==> config.mk <==
export PLATFORM = sky130hd
export DESIGN_NAME = cd_dma_ctrl
export DESIGN_NICKNAME = d
export VERILOG_FILES = /design/src/rtl/cd_pkg.sv /design/src/rtl/cd_dma_busreq.sv /design/src/rtl/cd_dma_ctrl.sv
export SDC_FILE = /design/constraint.sdc
export NUM_CORES = 1
export LEC_CHECK = 0
export CAP_MARGIN = 20
export CORE_MARGIN = 2
export CORE_UTILIZATION = 54
export DETAILED_ROUTE_END_ITERATION = 12
export PLACE_DENSITY = 0.95
export SLEW_MARGIN = 10
export SYNTH_ARGS = -nofsm -noshare
export SYNTH_HDL_FRONTEND = slang
export SYNTH_SLANG_ARGS = --single-unit
==> constraint.sdc <==
create_clock -name CLK_68KCLK -period 2.7 [get_ports CLK_68KCLK]
set_input_delay 0.54 -clock CLK_68KCLK [delete_from_list [all_inputs] [get_ports CLK_68KCLK]]
set_output_delay 0.54 -clock CLK_68KCLK [all_outputs]
set_load 0.02 [all_outputs]
==> src/rtl/cd_pkg.sv <==
`default_nettype none
// ============================================================
// cd_pkg : shared types and constants for the NeoGeo CD DMA block
// Revision : 1.0
// ============================================================
package cd_pkg;

  typedef enum logic [3:0] {
    IDLE,
    REQ,
    GRANT,
    RD_A,
    RD_W,
    WR_A,
    WR_W,
    NEXT,
    REL,
    FINISH
  } dma_state_t;

  typedef enum logic [1:0] {
    BR_IDLE,
    BR_REQ,
    BR_OWN
  } br_state_t;

  localparam logic DMA_MODE_COPY = 1'b0;
  localparam logic DMA_MODE_FILL = 1'b1;

  // CPU-visible DMA register map; each parameter register is 32 bits wide
  localparam logic [23:0] CD_REG_DMA_CTRL  = 24'hFF0061;
  localparam logic [23:0] CD_REG_DMA_SRC   = 24'hFF0064;
  localparam logic [23:0] CD_REG_DMA_DEST  = 24'hFF0068;
  localparam logic [23:0] CD_REG_DMA_VALUE = 24'hFF006C;
  localparam logic [23:0] CD_REG_DMA_COUNT = 24'hFF0070;
  localparam logic [23:0] CD_REG_DMA_LAST  = 24'hFF0073;

endpackage
`default_nettype wire

==> src/rtl/cd_dma_busreq.sv <==
`default_nettype none
// ============================================================
// cd_dma_busreq : 68K bus arbitration handshake (nBR / nBG / nBGACK)
// Revision      : 1.0
// ============================================================
module cd_dma_busreq
  import cd_pkg::*;
(
  input  logic clk,
  input  logic rst_n,
  input  logic i_req,
  input  logic i_release,
  input  logic i_nbg,
  input  logic i_nas_cpu,
  output logic o_nbr,
  output logic o_nbgack,
  output logic o_bus_owned
);

  br_state_t r_state;
  br_state_t w_next;
  logic      r_nbr;
  logic      r_nbgack;

  always_ff @(posedge clk or negedge rst_n) begin
    if (!rst_n) begin
      r_state  <= BR_IDLE;
      r_nbr    <= 1'b1;
      r_nbgack <= 1'b1;
    end else begin
      r_state  <= w_next;
      r_nbr    <= (w_next != BR_REQ);
      r_nbgack <= (w_next != BR_OWN);
    end
  end

  // Take the bus only once the CPU has granted it and finished its own cycle
  always_comb begin
    w_next = r_state;
    case (r_state)
      BR_IDLE: if (i_req) w_next = BR_REQ;
      BR_REQ:  if (!i_nbg && i_nas_cpu) w_next = BR_OWN;
      BR_OWN:  if (i_release) w_next = BR_IDLE;
      default: w_next = BR_IDLE;
    endcase
  end

  assign o_nbr       = r_nbr;
  assign o_nbgack    = r_nbgack;
  assign o_bus_owned = !r_nbgack;

endmodule
`default_nettype wire

==> src/rtl/cd_dma_ctrl.sv <==
`default_nettype none
// ============================================================
// cd_dma_ctrl : NeoGeo CD bus-master DMA sequencer (copy / fill)
// Revision    : 1.0
// ============================================================
module cd_dma_ctrl
  import cd_pkg::*;
#(
  parameter int DTACK_TIMEOUT = 64,
  parameter int CNT_W         = 24
) (
  input  logic        CLK_68KCLK,
  input  logic        nRESET,
  input  logic        DMA_START,
  input  logic        DMA_ABORT,
  input  logic        DMA_MODE,
  input  logic [31:0] DMA_SOURCE,
  input  logic [31:0] DMA_DEST,
  input  logic [31:0] DMA_VALUE,
  input  logic [31:0] DMA_COUNT,
  output logic        nBR,
  input  logic        nBG,
  input  logic        nAS_CPU,
  output logic        nBGACK,
  output logic [22:0] DMA_ADDR,
  output logic [15:0] DMA_DOUT,
  input  logic [15:0] DMA_DIN,
  output logic        DMA_DRIVE,
  output logic        DMA_DOE,
  output logic        nDMA_AS,
  output logic        nDMA_UDS,
  output logic        nDMA_LDS,
  output logic        DMA_RW,
  input  logic        nDTACK,
  output logic        DMA_BUSY,
  output logic        DMA_DONE,
  output logic        DMA_ERR
);

  localparam int TMR_W = $clog2(DTACK_TIMEOUT) + 1;

  dma_state_t       r_state;
  dma_state_t       w_next;
  logic [22:0]      r_src;
  logic [22:0]      r_dst;
  logic [CNT_W-1:0] r_cnt;
  logic             r_mode;
  logic [15:0]      r_value;
  logic [TMR_W-1:0] r_timer;
  logic [22:0]      r_addr;
  logic [15:0]      r_dout;
  logic             r_rw;
  logic             r_strb_n;
  logic             r_doe;
  logic             r_drive;
  logic             r_busy;
  logic             r_done;
  logic             r_err;
  logic             w_req;
  logic             w_rel;
  logic             w_bus_owned;
  logic             w_tmo;
  logic             w_fill;
  logic             w_unused;

  assign w_tmo  = (r_timer == TMR_W'(DTACK_TIMEOUT - 1));
  assign w_fill = (r_mode == DMA_MODE_FILL);
  assign w_unused = ^{DMA_SOURCE[31:24], DMA_SOURCE[0], DMA_DEST[31:24], DMA_DEST[0],
                      DMA_VALUE[31:16], DMA_COUNT[31:CNT_W]};

  cd_dma_busreq u_busreq (
    .clk         (CLK_68KCLK),
    .rst_n       (nRESET),
    .i_req       (w_req),
    .i_release   (w_rel),
    .i_nbg       (nBG),
    .i_nas_cpu   (nAS_CPU),
    .o_nbr       (nBR),
    .o_nbgack    (nBGACK),
    .o_bus_owned (w_bus_owned)
  );

  always_ff @(posedge CLK_68KCLK or negedge nRESET) begin
    if (!nRESET) r_state <= IDLE;
    else         r_state <= w_next;
  end

  always_comb begin
    w_next = r_state;
    w_req  = 1'b0;
    w_rel  = 1'b0;
    case (r_state)
      IDLE:   if (DMA_START) w_next = (DMA_COUNT[CNT_W-1:0] == '0) ? FINISH : REQ;
      REQ: begin
        w_req = 1'b1;
        if (w_bus_owned) w_next = GRANT;
      end
      GRANT:  w_next = w_fill ? WR_A : RD_A;
      RD_A:   w_next = RD_W;
      RD_W:   if (!nDTACK) w_next = WR_A; else if (w_tmo) w_next = REL;
      WR_A:   w_next = WR_W;
      WR_W:   if (!nDTACK) w_next = NEXT; else if (w_tmo) w_next = REL;
      NEXT: begin
        if (r_cnt == CNT_W'(1) || DMA_ABORT) w_next = REL;
        else                                 w_next = w_fill ? WR_A : RD_A;
      end
      REL: begin
        w_rel  = 1'b1;
        w_next = FINISH;
      end
      FINISH: w_next = IDLE;
      default: w_next = IDLE;
    endcase
  end

  // Bus outputs are registered so strobes only move at state boundaries
  always_ff @(posedge CLK_68KCLK or negedge nRESET) begin
    if (!nRESET) begin
      r_src    <= '0;
      r_dst    <= '0;
      r_cnt    <= '0;
      r_mode   <= DMA_MODE_COPY;
      r_value  <= '0;
      r_timer  <= '0;
      r_addr   <= '0;
      r_dout   <= '0;
      r_rw     <= 1'b1;
      r_strb_n <= 1'b1;
      r_doe    <= 1'b0;
      r_drive  <= 1'b0;
      r_busy   <= 1'b0;
      r_done   <= 1'b0;
      r_err    <= 1'b0;
    end else begin
      r_done <= 1'b0;
      case (r_state)
        IDLE: if (DMA_START) begin
          r_src   <= DMA_SOURCE[23:1];
          r_dst   <= DMA_DEST[23:1];
          r_cnt   <= DMA_COUNT[CNT_W-1:0];
          r_mode  <= DMA_MODE;
          r_value <= DMA_VALUE[15:0];
          r_busy  <= 1'b1;
          r_err   <= 1'b0;
        end
        GRANT: r_drive <= 1'b1;
        RD_A: begin
          r_addr   <= r_src;
          r_rw     <= 1'b1;
          r_strb_n <= 1'b0;
          r_timer  <= '0;
        end
        RD_W: begin
          if (!nDTACK) begin
            r_dout   <= DMA_DIN;
            r_strb_n <= 1'b1;
          end else if (w_tmo) begin
            r_strb_n <= 1'b1;
            r_err    <= 1'b1;
          end else begin
            r_timer <= r_timer + TMR_W'(1);
          end
        end
        WR_A: begin
          r_addr   <= r_dst;
          r_rw     <= 1'b0;
          r_doe    <= 1'b1;
          r_strb_n <= 1'b0;
          r_timer  <= '0;
          if (w_fill) r_dout <= r_value;
        end
        WR_W: begin
          if (!nDTACK || w_tmo) begin
            r_strb_n <= 1'b1;
            r_doe    <= 1'b0;
            r_rw     <= 1'b1;
            if (nDTACK) r_err <= 1'b1;
          end else begin
            r_timer <= r_timer + TMR_W'(1);
          end
        end
        NEXT: begin
          r_cnt <= r_cnt - CNT_W'(1);
          r_dst <= r_dst + 23'd1;
          if (!w_fill) r_src <= r_src + 23'd1;
        end
        REL: r_drive <= 1'b0;
        FINISH: begin
          r_done <= 1'b1;
          r_busy <= 1'b0;
        end
        default: ;
      endcase
    end
  end

  assign DMA_ADDR  = r_addr;
  assign DMA_DOUT  = r_dout;
  assign DMA_RW    = r_rw;
  assign nDMA_AS   = r_strb_n;
  assign nDMA_UDS  = r_strb_n;
  assign nDMA_LDS  = r_strb_n;
  assign DMA_DOE   = r_doe;
  assign DMA_DRIVE = r_drive;
  assign DMA_BUSY  = r_busy;
  assign DMA_DONE  = r_done;
  assign DMA_ERR   = r_err;

endmodule
`default_nettype wire

==> flow_summary.ini <==
[power_and_ir_drop]
p_per_area_mw_per_mm2 = 1090
vdd.ir_drop.worst_uv = 624
p_leak_nw = 4.09

[floorplanning]
start_util = 0.547
die_w_um = 125
std_cell_rows = 44
die_area_sq_mm = 0.0156
pin_count = 202
coreArea_sq_mm = 0.0144
die_h_um = 125

[final_layout]
layout-drive-gt1-share = 0.0881
syn_to_final_growth_pct = 29.2
postLayoutCellArea_sq_mm = 0.0102
fillers = 1041
instances_no_fill = 1206
num-nets-final = 1165

[drt]
drt_iter0_drc = 907
wl_per_cell_um = 19.3
drtPass1Iterations = 6
antenna_left = 0
route.detailed.drc = 0
avgViaCountPerCell = 6.43
wl_um = 23300
num_vias = 7750

[timing]
finalCritPeriodShare = 0.852
post-route-min-period_ns = 2.30
slew_violations = 0
setup_viol = 0
relSlewSlack = 0.354
max_freq_ghz = 0.434
final-hold-violation-count = 0
setup_slack_ns = 0.398
final.setup.tns_ns = 0
worst_slew_pin_slew_ns = 0.960
rsz0062_at_grt = false
finClkSkew_ns = 0.00946

[setup_path]
worst-path-max-fanout = 10
r2r_cells = 5
required_ns = 3.00
cp-start-kind = flip-flop
crit_path_top_delay_cell = and3_1
crit_path_end_kind = flip-flop
crit_arrival_ns = 2.61
worstPathCellList = and3_1 -> and3_1 -> nand2_1 -> o211a_1 -> or3_1
worst_path_largest_cell_delay_ns = 0.49
critPathMostFrequentCell = and3_1
path_class = flip-flop to flip-flop

[global_route]
grt.overflow.total = 0
grt_util_all_layers = 0.301
grt-busiest-layer = met2
grt_util_met3 = 0.0670
antenna_found_initial = 1
grt_use_met2 = 0.484
grt_first_pass_wirelength_um = 37700
use_met1 = 0.388
grt_max_degree = 54
grt_pass1_vias = 7466

[clock_network]
clock_sinks = 148
cts_hold_buf = 0
clk_latency_ns = 0.43
ctsResizeCount = 0
cts_tree = done
cts_buffer_depth = 2
cts_made_buffers = 17
cts_root_buf = clkbuf_16
clk_pin_slew_worst_paths_ns = 0.06
h-tree-depth = 4
post_cts_buffers = 0

[yosys]
synth_common_cells = 159 x nand2_1, 144 x dfrtp_1, 68 x o21ai_0
ys.flop_type = dfrtp_1
synth.top_cell.area_share = 0.457
synth_warnings = 0
ys_ff_latch = 148
netlist_instances = 860
synth.distinct_cells = 78
ys_async_sr_fraction = 1.00
yosysMostFrequentCell = nand2_1
synth_area_sq_mm = 0.00788
syn_nets = 1017
yosysTopAreaCell = dfrtp_1
syn_avg_cell_area_sq_um = 9.17
ys_seq_area_frac = 0.470
synth.area.top_cells = dfrtp_1 46%, nand2_1 7.6%, mux2i_1 5.3%, o21ai_0 4.3%, a21oi_1 3.0%
synth_edf_count = 0

[placed_design]
io_buffers = 159
placedCellCount = 1173
placed_area_sq_mm = 0.00964
dp_slack_ns = 0.266
place_congestion = 0.907
detailed_place_hpwl_um = 15500

[job]
maxCapViolations = 0

[min_path]
hp-class = primary input to async pin

[status]
status = finished, final reports clean
-- power by group --
part,total (W),switching (W),internal (W)
registers,0.00438,0.00112,0.00325
logic,0.00456,0.00255,0.00201
clock network,0.00219,0.000896,0.00129
-- critical path: cells and delay by family (launching register included) --
| kind | cells | cell delay, ns |
|---|---|---|
| AOI/OAI and AO/OA | 1 | 0.27 |
| DFF | 1 | 0.45 |
| and+or+nand+nor | 4 | 1.46 |
-- kinds of logic (layout without fill, tap and decap cells) --
group / Yosys count / count (layout) / share of synthesized area
simple gates: 373 / 373 / 0.240
buf+inv: 63 / 224 / 0.0397
fa+ha+maj: 5 / 5 / 0.00794
other cells: 0 / 1 / 0
flops: 148 / 148 / 0.470
mux: 42 / 42 / 0.0533
xor+xnor: 2 / 2 / 0.00222
compound gates: 227 / 227 / 0.186
-- path summary, 6_finish.rpt --
check,from,to,slack [ns]
worst max-delay path,r_dst[2],r_dst[22],0.40
worst min-delay path,nRESET,DMA_DOUT[6],0.07
worst max register to register,r_dst[2],r_dst[22],0.40
worst min register to register,DMA_DOUT[14],DMA_DOUT[14],0.48
max in group asynchronous,nRESET,DMA_ADDR[0],1.75
min in group CLK_68KCLK,DMA_DOUT[14],DMA_DOUT[14],0.48
-- state kept, by name, summed over array words and instances, names as in the netlist --
register / count
DMA_ADDR: 23
DMA_BUSY: 1
DMA_DOE: 1
DMA_DONE: 1
DMA_DOUT: 16
DMA_DRIVE: 1
DMA_ERR: 1
DMA_RW: 1
nDMA_AS: 1
r_cnt: 24
r_dst: 23
r_mode: 1
r_src: 23
r_state: 4
r_timer: 7
r_value: 16
u_busreq.o_nbgack: 1
u_busreq.o_nbr: 1
u_busreq.r_state: 2
-- through the flow --
step	hold WS [ns]	utilization	total power [W]
after floorplan	0.244	-	0.00702
after global placement	0.458	0.668	0.00848
after detailed placement	0.467	0.668	0.00877
after CTS	0.0832	0.706	0.0111
after global routing	0.0951	0.706	0.0118
final	0.0705	0.706	0.0111
-- cell usage in the layout, fill, tap and decap left out, types with 5 or more instances in the layout --
cell type / instances
and2_1: 5
nand2_1: 159
nand4_1: 16
and3_1: 9
o21ai_1: 7
clkbuf_16: 17
a311oi_1: 7
nand2b_1: 5
a21oi_1: 48
nand3_1: 34
clkdlybuf4s50_1: 158
o31ai_1: 5
nor3_1: 22
clkbuf_1: 6
mux2i_1: 42
o22ai_1: 13
dfrtp_1: 144
o311ai_0: 5
a211oi_1: 9
nor2_1: 63
a2bb2oi_1: 5
o211ai_1: 16
nor4_1: 12
clkbuf_8: 5
buf_4: 23
o21ai_0: 68
ha_1: 5
inv_1: 9
-- metal layers --
| layer | vias up | part of all wire |
|---|---|---|
| met5 | - | 0 |
| met4 | 0 | 0.043 |
| met3 | 103 | 0.090 |
| met2 | 497 | 0.48 |
| met1 | 3707 | 0.39 |
| li1 | 3443 | - |
-- area by class of cell --
cell class                 instances  area [sq um]  area share
clock buffer                      28           517      0.0507
sequential                       148          3710       0.364
clock inverter                     4          22.5     0.00221
tap                              184           230      0.0226
timing repair buffer             183          1790       0.175
inverter                           9          33.8     0.00332
antenna                            1          2.50    0.000246
multi-input combinational        649          3880       0.381
Note: power is estimated with default switching activity, not from simulation.
